$ cat src/rtl/wb_fabric_pkg.sv
// Shared types and helpers for the Wishbone peripheral fabric.
package wb_fabric_pkg;

  // Transaction FSM states
  typedef enum logic [1:0] {
    ST_IDLE   = 2'd0,
    ST_ACTIVE = 2'd1,
    ST_RESP   = 2'd2
  } state_t;

  // Fault cause codes reported on flt_code
  localparam logic [1:0] FLT_NONE     = 2'd0;
  localparam logic [1:0] FLT_UNMAPPED = 2'd1;
  localparam logic [1:0] FLT_TIMEOUT  = 2'd2;
  localparam logic [1:0] FLT_SLV_ERR  = 2'd3;

  // Bits needed to hold values 0..value-1; never less than 1
  function automatic int clog2(input int value);
    int result = 1;
    for (int i = 1; i < 31; i++) begin
      if ((1 << i) < value) result = i + 1;
    end
    return result;
  endfunction

  // Fault counter increment that sticks at all-ones
  function automatic logic [15:0] sat_inc16(input logic [15:0] value);
    return (value == 16'hFFFF) ? value : value + 16'd1;
  endfunction

endpackage

$ cat src/rtl/wb_fabric_timer.sv
// Watchdog counter for a slave holding a request; flags the last allowed cycle.
module wb_fabric_timer
  import wb_fabric_pkg::*;
#(
  parameter int  TIMEOUT = 255,
  localparam int TW      = clog2(TIMEOUT + 1)
) (
  input  logic clk,
  input  logic rst_n,
  input  logic clr,
  input  logic en,
  output logic expired
);

  logic [TW-1:0] count_q;

  // Count cycles spent waiting on the slave; clear takes priority
  always_ff @(posedge clk or negedge rst_n) begin
    if (!rst_n) begin
      count_q <= '0;
    end else if (clr) begin
      count_q <= '0;
    end else if (en) begin
      count_q <= count_q + 1'b1;
    end
  end

  // The cycle in which the count reaches TIMEOUT-1 is the slave's last chance
  assign expired = (count_q == TW'(TIMEOUT - 1));

endmodule

$ cat src/rtl/wb_periph_fabric.sv
// Registered single-master, NS-slave Wishbone classic fabric with fault tracking.
module wb_periph_fabric
  import wb_fabric_pkg::*;
#(
  parameter int  NS      = 4,
  parameter int  AW      = 32,
  parameter int  DW      = 128,
  parameter int  MSK     = 24,
  parameter int  TIMEOUT = 255,
  localparam int SW      = DW / 8
) (
  input  logic             clk,
  input  logic             rst_n,
  // master side
  input  logic [AW-1:0]    s_wb_adr,
  input  logic [SW-1:0]    s_wb_sel,
  input  logic             s_wb_we,
  input  logic [DW-1:0]    s_wb_dat_i,
  output logic [DW-1:0]    s_wb_dat_o,
  input  logic             s_wb_cyc,
  input  logic             s_wb_stb,
  output logic             s_wb_ack,
  output logic             s_wb_err,
  // slave side
  output logic [NS*AW-1:0] m_wb_adr,
  output logic [NS*SW-1:0] m_wb_sel,
  output logic [NS-1:0]    m_wb_we,
  output logic [NS*DW-1:0] m_wb_dat_o,
  input  logic [NS*DW-1:0] m_wb_dat_i,
  output logic [NS-1:0]    m_wb_cyc,
  output logic [NS-1:0]    m_wb_stb,
  input  logic [NS-1:0]    m_wb_ack,
  input  logic [NS-1:0]    m_wb_err,
  // fault status
  output logic [15:0]      flt_cnt,
  output logic [AW-1:0]    flt_adr,
  output logic [1:0]       flt_code
);

  localparam int SIW = clog2(NS);
  localparam int FW  = AW - MSK;

  state_t          state_q, state_d;
  logic [SIW-1:0]  slot_q, slot_d;
  logic [AW-1:0]   req_adr_q, req_adr_d;
  logic [SW-1:0]   req_sel_q, req_sel_d;
  logic            req_we_q, req_we_d;
  logic [DW-1:0]   req_dat_q, req_dat_d;
  logic [NS-1:0]   stb_q, stb_d;
  logic            ack_q, ack_d;
  logic            err_q, err_d;
  logic [DW-1:0]   rdat_q, rdat_d;
  logic [15:0]     flt_cnt_q, flt_cnt_d;
  logic [AW-1:0]   flt_adr_q, flt_adr_d;
  logic [1:0]      flt_code_q, flt_code_d;

  logic [FW-1:0]   req_field;
  logic [SIW-1:0]  req_slot;
  logic            req_mapped;
  logic            tmr_expired;

  // Slot decode of the incoming master address
  assign req_field  = s_wb_adr[AW-1:MSK];
  assign req_slot   = req_field[SIW-1:0];
  assign req_mapped = (32'(req_field) < 32'(NS));

  wb_fabric_timer #(
    .TIMEOUT (TIMEOUT)
  ) u_timer (
    .clk     (clk),
    .rst_n   (rst_n),
    .clr     (state_q != ST_ACTIVE),
    .en      (state_q == ST_ACTIVE),
    .expired (tmr_expired)
  );

  // Next-state and next-output logic for the transaction FSM
  always_comb begin
    // NOTE: every variable gets a default before the case so no path leaves it unassigned (no latches).
    state_d    = state_q;
    slot_d     = slot_q;
    req_adr_d  = req_adr_q;
    req_sel_d  = req_sel_q;
    req_we_d   = req_we_q;
    req_dat_d  = req_dat_q;
    stb_d      = stb_q;
    ack_d      = 1'b0;
    err_d      = 1'b0;
    rdat_d     = '0;
    flt_cnt_d  = flt_cnt_q;
    flt_adr_d  = flt_adr_q;
    flt_code_d = flt_code_q;

    case (state_q)
      ST_IDLE: begin
        if (s_wb_cyc && s_wb_stb) begin
          req_adr_d = s_wb_adr;
          req_sel_d = s_wb_sel;
          req_we_d  = s_wb_we;
          req_dat_d = s_wb_dat_i;
          if (req_mapped) begin
            slot_d           = req_slot;
            stb_d            = '0;
            stb_d[req_slot]  = 1'b1;
            state_d          = ST_ACTIVE;
          end else begin
            err_d      = 1'b1;
            flt_code_d = FLT_UNMAPPED;
            flt_adr_d  = s_wb_adr;
            flt_cnt_d  = sat_inc16(flt_cnt_q);
            state_d    = ST_RESP;
          end
        end
      end

      ST_ACTIVE: begin
        if (!s_wb_cyc) begin
          // Master abandoned the cycle: release the slave silently
          stb_d   = '0;
          state_d = ST_IDLE;
        end else if (m_wb_err[slot_q]) begin
          // err outranks a simultaneous ack
          stb_d      = '0;
          err_d      = 1'b1;
          flt_code_d = FLT_SLV_ERR;
          flt_adr_d  = req_adr_q;
          flt_cnt_d  = sat_inc16(flt_cnt_q);
          state_d    = ST_RESP;
        end else if (m_wb_ack[slot_q]) begin
          stb_d   = '0;
          ack_d   = 1'b1;
          rdat_d  = req_we_q ? '0 : m_wb_dat_i[int'(slot_q)*DW +: DW];
          state_d = ST_RESP;
        end else if (tmr_expired) begin
          stb_d      = '0;
          err_d      = 1'b1;
          flt_code_d = FLT_TIMEOUT;
          flt_adr_d  = req_adr_q;
          flt_cnt_d  = sat_inc16(flt_cnt_q);
          state_d    = ST_RESP;
        end
      end

      ST_RESP: begin
        // Response pulse is on the bus this cycle; master stb is ignored
        state_d = ST_IDLE;
      end

      default: begin
        stb_d   = '0;
        state_d = ST_IDLE;
      end
    endcase
  end

  // State and output registers; reset returns everything to zero
  always_ff @(posedge clk or negedge rst_n) begin
    if (!rst_n) begin
      state_q    <= ST_IDLE;
      slot_q     <= '0;
      req_adr_q  <= '0;
      req_sel_q  <= '0;
      req_we_q   <= 1'b0;
      req_dat_q  <= '0;
      stb_q      <= '0;
      ack_q      <= 1'b0;
      err_q      <= 1'b0;
      rdat_q     <= '0;
      flt_cnt_q  <= '0;
      flt_adr_q  <= '0;
      flt_code_q <= FLT_NONE;
    end else begin
      // NOTE: non-blocking assignments so every register samples pre-edge values together.
      state_q    <= state_d;
      slot_q     <= slot_d;
      req_adr_q  <= req_adr_d;
      req_sel_q  <= req_sel_d;
      req_we_q   <= req_we_d;
      req_dat_q  <= req_dat_d;
      stb_q      <= stb_d;
      ack_q      <= ack_d;
      err_q      <= err_d;
      rdat_q     <= rdat_d;
      flt_cnt_q  <= flt_cnt_d;
      flt_adr_q  <= flt_adr_d;
      flt_code_q <= flt_code_d;
    end
  end

  // Request fields are broadcast; only the selected slot sees cyc/stb
  assign m_wb_adr   = {NS{req_adr_q}};
  assign m_wb_sel   = {NS{req_sel_q}};
  assign m_wb_we    = {NS{req_we_q}};
  assign m_wb_dat_o = {NS{req_dat_q}};
  assign m_wb_cyc   = stb_q;
  assign m_wb_stb   = stb_q;

  assign s_wb_ack   = ack_q;
  assign s_wb_err   = err_q;
  assign s_wb_dat_o = rdat_q;

  assign flt_cnt    = flt_cnt_q;
  assign flt_adr    = flt_adr_q;
  assign flt_code   = flt_code_q;

endmodule

$ cat config.mk
export PLATFORM = sky130hd
export DESIGN_NAME = wb_periph_fabric
export DESIGN_NICKNAME = d
export VERILOG_FILES = /design/src/rtl/wb_fabric_pkg.sv /design/src/rtl/wb_fabric_timer.sv /design/src/rtl/wb_periph_fabric.sv
export SDC_FILE = /design/constraint.sdc
export NUM_CORES = 1
export LEC_CHECK = 0
export ABC_AREA = 1
export CORE_AREA = 5 5 622 624
export DETAILED_ROUTE_END_ITERATION = 12
export DIE_AREA = 0 0 627 629
export GPL_ROUTABILITY_DRIVEN = 0
export GPL_TIMING_DRIVEN = 0
export SYNTH_ARGS = -nofsm -noshare
export SYNTH_HDL_FRONTEND = slang
export SYNTH_SLANG_ARGS = --single-unit
export TNS_END_PERCENT = 20
$ cat constraint.sdc
create_clock -name clk -period 4.4 [get_ports clk]
set_input_delay 1.32 -clock clk [delete_from_list [all_inputs] [get_ports clk]]
set_output_delay 1.32 -clock clk [all_outputs]
set_load 0.01 [all_outputs]
==> results of run 1 <==
-- path summary, 6_finish.rpt --
kind / start / endpoint / cells after the start
worst max-delay path: req_dat_q[98]$_DFFE_PN0P_ / m_wb_dat_o[482] / 2
worst min-delay path: rst_n / flt_cnt[5]$_DFFE_PN0P_ / 1
worst max register to register: slot_q[0]$_DFFE_PN0P_ / s_wb_dat_o[51]$_DFF_PN0_ / 7
worst min register to register: flt_adr[5]$_DFFE_PN0P_ / flt_adr[5]$_DFFE_PN0P_ / 2
max in group asynchronous: rst_n / req_dat_q[62]$_DFFE_PN0P_ / 3
min in group clk: flt_adr[5]$_DFFE_PN0P_ / flt_adr[5]$_DFFE_PN0P_ / 2
-- kinds of logic after synthesis --
family	Yosys count	synth area share
AO/OA/AOI/OAI	336	0.106
adder cells (fa/ha/maj)	3	0.00172
buffers and inverters	759	0.231
XOR/XNOR	9	0.00361
AND/OR/NAND/NOR	1294	0.230
flip-flops	373	0.428
-- synth_stat cells, drive strengths merged --
library cell     n  area [um2]
o21bai           1        7.51
ha               3        37.5
nand3           43         238
a21oi          137         686
dfrtp          373        9330
nor2           156         631
nor3b            1        7.51
buf            608        4470
inv             67         254
a31oi            2        12.5
nor3            10        50.1
or2              2        12.5
nand2         1075        4050
a32o           124        1240
o21ai           72         360
xor2             6        52.6
clkbuf          84         315
nand4            7        43.8
xnor2            3        26.3
-- routing by layer --
metal  routed length (um)  global-route usage  share of wire  up-vias
li1                     -                   -              -    11765
met1                99300               0.145           0.35    13245
met2               134000               0.231           0.47     1909
met3                34500              0.0634           0.12      508
met4                14600              0.0603          0.052      100
met5                  649                   0         0.0023        -
-- power groups by stage --
stage          Combinational (W)  Clock [W]  Sequential [W]
5_1_grt                   0.0156    0.00500         0.00749
3_3_place_gp              0.0149          0         0.00756
4_1_cts                   0.0150    0.00492         0.00750
3_5_place_dp              0.0150          0         0.00754
6_report                  0.0148    0.00469         0.00743
2_1_floorplan            0.00571          0         0.00567
-- layout make-up --
class                   count  area share
clock inverters            24     0.00769
multi-input cells        1642       0.161
inverters                  67     0.00550
clock buffers              69      0.0308
diodes                     79     0.00428
plain buffers             692       0.104
well taps                5038       0.136
flip-flops and latches    373       0.202
repair buffers           1600       0.348
-- sequential cells by signal, summed over array words and instances, names as in the netlist --
signal and cells:
flt_adr 32, req_we_q 1, m_wb_cyc 4, u_timer.count_q 8
req_dat_q 128, req_adr_q 32, s_wb_err 1, slot_q 2
state_q 2, flt_code 2, flt_cnt 16, s_wb_dat_o 128
s_wb_ack 1, req_sel_q 16
-- through the flow --
step           power [W]  hold WS (ns)  area (um2)  cells
2_1_floorplan     0.0114         0.454       21800   2774
3_3_place_gp      0.0224         0.456       44100   9408
3_5_place_dp      0.0225         0.458       44200   9412
4_1_cts           0.0274         0.295       46000   9505
5_1_grt           0.0281         0.348       46100   9556
6_report          0.0269         0.427       46200   9584
==> results.cfg, run 1 <==
[pwr]
internal-power_w = 0.0156
leakagePower_nw = 19.3
combinationalPowerShare = 0.550
switchingPower_w = 0.0113
ir_worst_vdd_mv = 0.351
swShare = 0.420
seqPwrFrac = 0.276
p_per_area_mw_per_mm2 = 583
pwr-share-clk = 0.174

[sta]
rsz0062_at_grt = false
finalHoldViolCount = 0
setup-violations-final = 0
fin_skew_ns = 0.0448
slew_headroom = 0.0603
setup_ws_ns = 0.292
post-route-period-util = 0.934
fin_setup_tns_ns = 0
fmax_mhz = 243
max_slew.worst_pin.slew_ns = 1.41
min_period_ns = 4.11
slew_viol_final = 0

[cells_and_area]
multiInputGateArea_mm2 = 0.00745
final_cell_mix = 1595 x clkdlybuf4s50_1, 1071 x nand2_1, 544 x buf_4
drive_gt1_frac = 0.159
ff_latch_area_mm2 = 0.00933
area_growth_pct = 112
nets = 5132
final_core_util = 0.121
mostFrequentLayoutCell = clkdlybuf4s50_1
fillers = 43750

[setup_path]
crit_arrival_ns = 2.79
critPathMaxStageDelay_ns = 1.21
crit_type = reg2out
cpLargestDelayFamily = flip-flops
r2r_setup_slack_ns = 0.95
worstPathRequired_ns = 3.08
critPathBufInv = 2
crit_fanout = 5
worstSetupStartpointType = flop
crit_chain = buf_4 > clkdlybuf4s50_1
critical_path.slowest_cell = dfrtp_1
end_kind = primary output

[die]
dieArea_mm2 = 0.394
placeableCoreArea_mm2 = 0.381
rows = 227
ios = 1597
start_util = 0.0573
die_h_um = 629
die_w_um = 627

[placed_design]
io_buffers = 1596
dp_slack_ns = 0.151
dp.final_hpwl_um = 254000

[drt]
via_per_inst = 2.87
wl_per_cell_um = 29.6
drtAntennaViolNets = 0
vias = 27527
totalWireLength_um = 284000
dr.pass1.iters = 6
detail_route.iter0.violations = 2996
remaining_drc_errors = 0

[grt]
antenna_found_initial = 181
grt_max_degree = 98
first_global_vias = 25451
overflow = 0
grt_pass1_wl_um = 337000
grt_use_total = 0.137

[synthesis]
ys_types = 30
synth.cell_area_mm2 = 0.0218
synthCells = 2774
synthesis.nets = 3478
yosysSeqAreaShare = 0.428
synth_warnings = 0
ys_ff_latch = 373
syn_area_per_cell_um2 = 7.87

[cts]
worstSkewPairLatency_ns = 0.71
postCtsSetupBuffers = 0
cts_tree = built
clk_pin_slew_ns = 0.07
cts_resized = 0
clk_root_buffer_cell = clkbuf_16
cts-hold-fix-buffers = 0
cts_inserted_buffers = 52
htreeDepth = 2
numClockSinks = 373
cts_buffer_depth = 3

[job]
cap_viol_max_count = 0

[hold_path]
hp-class = in2async

[outcome]
status = complete, no violations
Note: power is estimated with default switching activity, not from simulation.
==> run 2: changes to the inputs <==
SLEW_MARGIN = 20   (was not set)
==> run 2 against run 1 <==
Global-route usage hardly changed. Flip-flop and latch count is the same. Sequential power is essentially flat. Largest power group unchanged. Highest routed layer unchanged.
==> results.cfg, run 2 (synthesis gave the netlist of run 1 again) <==
[outcome]
status = complete, no violations

[grt]
grt-busiest-layer = met2
antenna_found_initial = 180
grt_use_total = 0.137
grt_use_met2 = 0.237
grt_util_met3 = 0.0666
grt_use_met1 = 0.144
first_global_vias = 25407
grt_pass1_wl_um = 337000
grt_max_degree = 88
overflow = 0

[pwr]
ir_worst_vdd_mv = 0.310
p_per_area_mw_per_mm2 = 582
leakagePower_nw = 19.4
finalPower_w = 0.0269

[sta]
rsz0062_at_grt = false
max_slew.worst_pin.slew_ns = 1.12
finalHoldViolCount = 0
setup_ws_ns = 0.419
post-route-period-util = 0.905
fin_skew_ns = 0.0339
setup-violations-final = 0
slew_headroom = 0.256
min_period_ns = 3.98
slew_viol_final = 0
fmax_mhz = 251

[setup_path]
crit_type = reg2out
crit_arrival_ns = 2.66
worstPathRequired_ns = 3.08
crit_fanout = 5
end_kind = primary output
worstSetupStartpointType = flop

[cts]
clk_root_buffer_cell = clkbuf_16
cts-hold-fix-buffers = 0
cts_tree = built
clk_pin_slew_ns = 0.06
cts_resized = 0
worstSkewPairLatency_ns = 0.75
htreeDepth = 2
numClockSinks = 373
cts_buffer_depth = 3
postCtsSetupBuffers = 0
cts_inserted_buffers = 52

[die]
placeableCoreArea_mm2 = 0.381
rows = 227
start_util = 0.0573
ios = 1597
die_w_um = 627
die_h_um = 629
dieArea_mm2 = 0.394

[drt]
drtAntennaViolNets = 0
totalWireLength_um = 284000
dr.pass1.iters = 7
via_per_inst = 2.86
wl_per_cell_um = 29.6
detail_route.iter0.violations = 2730
vias = 27414
remaining_drc_errors = 0

[placed_design]
io_buffers = 1596
dp_slack_ns = 0.191
dp.final_hpwl_um = 254000

[job]
cap_viol_max_count = 0

[hold_path]
hp-class = in2async

[cells_and_area]
final_cell_mix = 1590 x clkdlybuf4s50_1, 1071 x nand2_1, 544 x buf_4
drive_gt1_frac = 0.165
mostFrequentLayoutCell = clkdlybuf4s50_1
nets = 5136
fillers = 43749
area_growth_pct = 112
==> run 2: cell count changes in the layout (fill, tap and decap cells not counted), sizes merged <==
cell,change
diode,-4
inv,+1
clkdlybuf4s50,-5
clkbuf,-1
clkinv,+6
bufinv,-2
buf,+9
==> run 2: worst paths after layout <==
kind	end	from	slack (ns)	cells past startpoint
setup / recovery	m_wb_dat_o[497]	req_dat_q[113]$_DFFE_PN0P_	0.42	2
hold / removal	req_sel_q[9]$_DFFE_PN0P_	rst_n	0.45	1
setup reg to reg	s_wb_dat_o[28]$_DFF_PN0_	slot_q[0]$_DFFE_PN0P_	1.05	6
hold reg to reg	flt_adr[3]$_DFFE_PN0P_	flt_adr[3]$_DFFE_PN0P_	0.47	2
max in group asynchronous	req_dat_q[98]$_DFFE_PN0P_	rst_n	2.29	4
min in group clk	flt_adr[3]$_DFFE_PN0P_	flt_adr[3]$_DFFE_PN0P_	0.47	2
==> run 2: area by class of cell <==
cell class	count	area (um2)	share of cell area
well taps	5038	6300	0.136
clock buffers	68	1460	0.0316
flip-flops and latches	373	9340	0.202
clock inverters	29	347	0.00749
inverters	67	254	0.00549
plain buffers	692	4800	0.104
repair buffers	1604	16200	0.349
diodes	75	188	0.00405
multi-input cells	1642	7450	0.161
==> run 2: worst max-delay path: stages (launching register included) <==
cell and delay (ns):
dfrtp_1 0.99, buf_4 0.23, clkdlybuf4s50_1 0.69
==> run 2: power breakdown <==
part	internal, W	switching [W]	leakage (nW)	total, W
clock	0.00261	0.00209	0.893	0.00470
sequential	0.00426	0.00316	4.87	0.00742
combinational	0.00873	0.00610	13.6	0.0148
==> run 2: routing by layer <==
metal	vias up	wire length [um]
met2	1891	137000
met5	-	663
met1	13152	98400
met4	100	13100
li1	11768	-
met3	503	35400
==> run 2: per-stage QoR <==
step | std cells | util | hold slack [ns] | cell area, um2 | setup TNS, ns
finish | 9588 | 0.122 | 0.448 | 46300 | 0
floorplan | 2774 | - | 0.454 | 21800 | 0
global placement | 9408 | 0.116 | 0.456 | 44100 | -6849.50
detailed placement | 9415 | 0.116 | 0.458 | 44300 | 0
global route | 9549 | 0.121 | 0.392 | 46200 | 0
CTS | 9512 | 0.121 | 0.343 | 46100 | 0
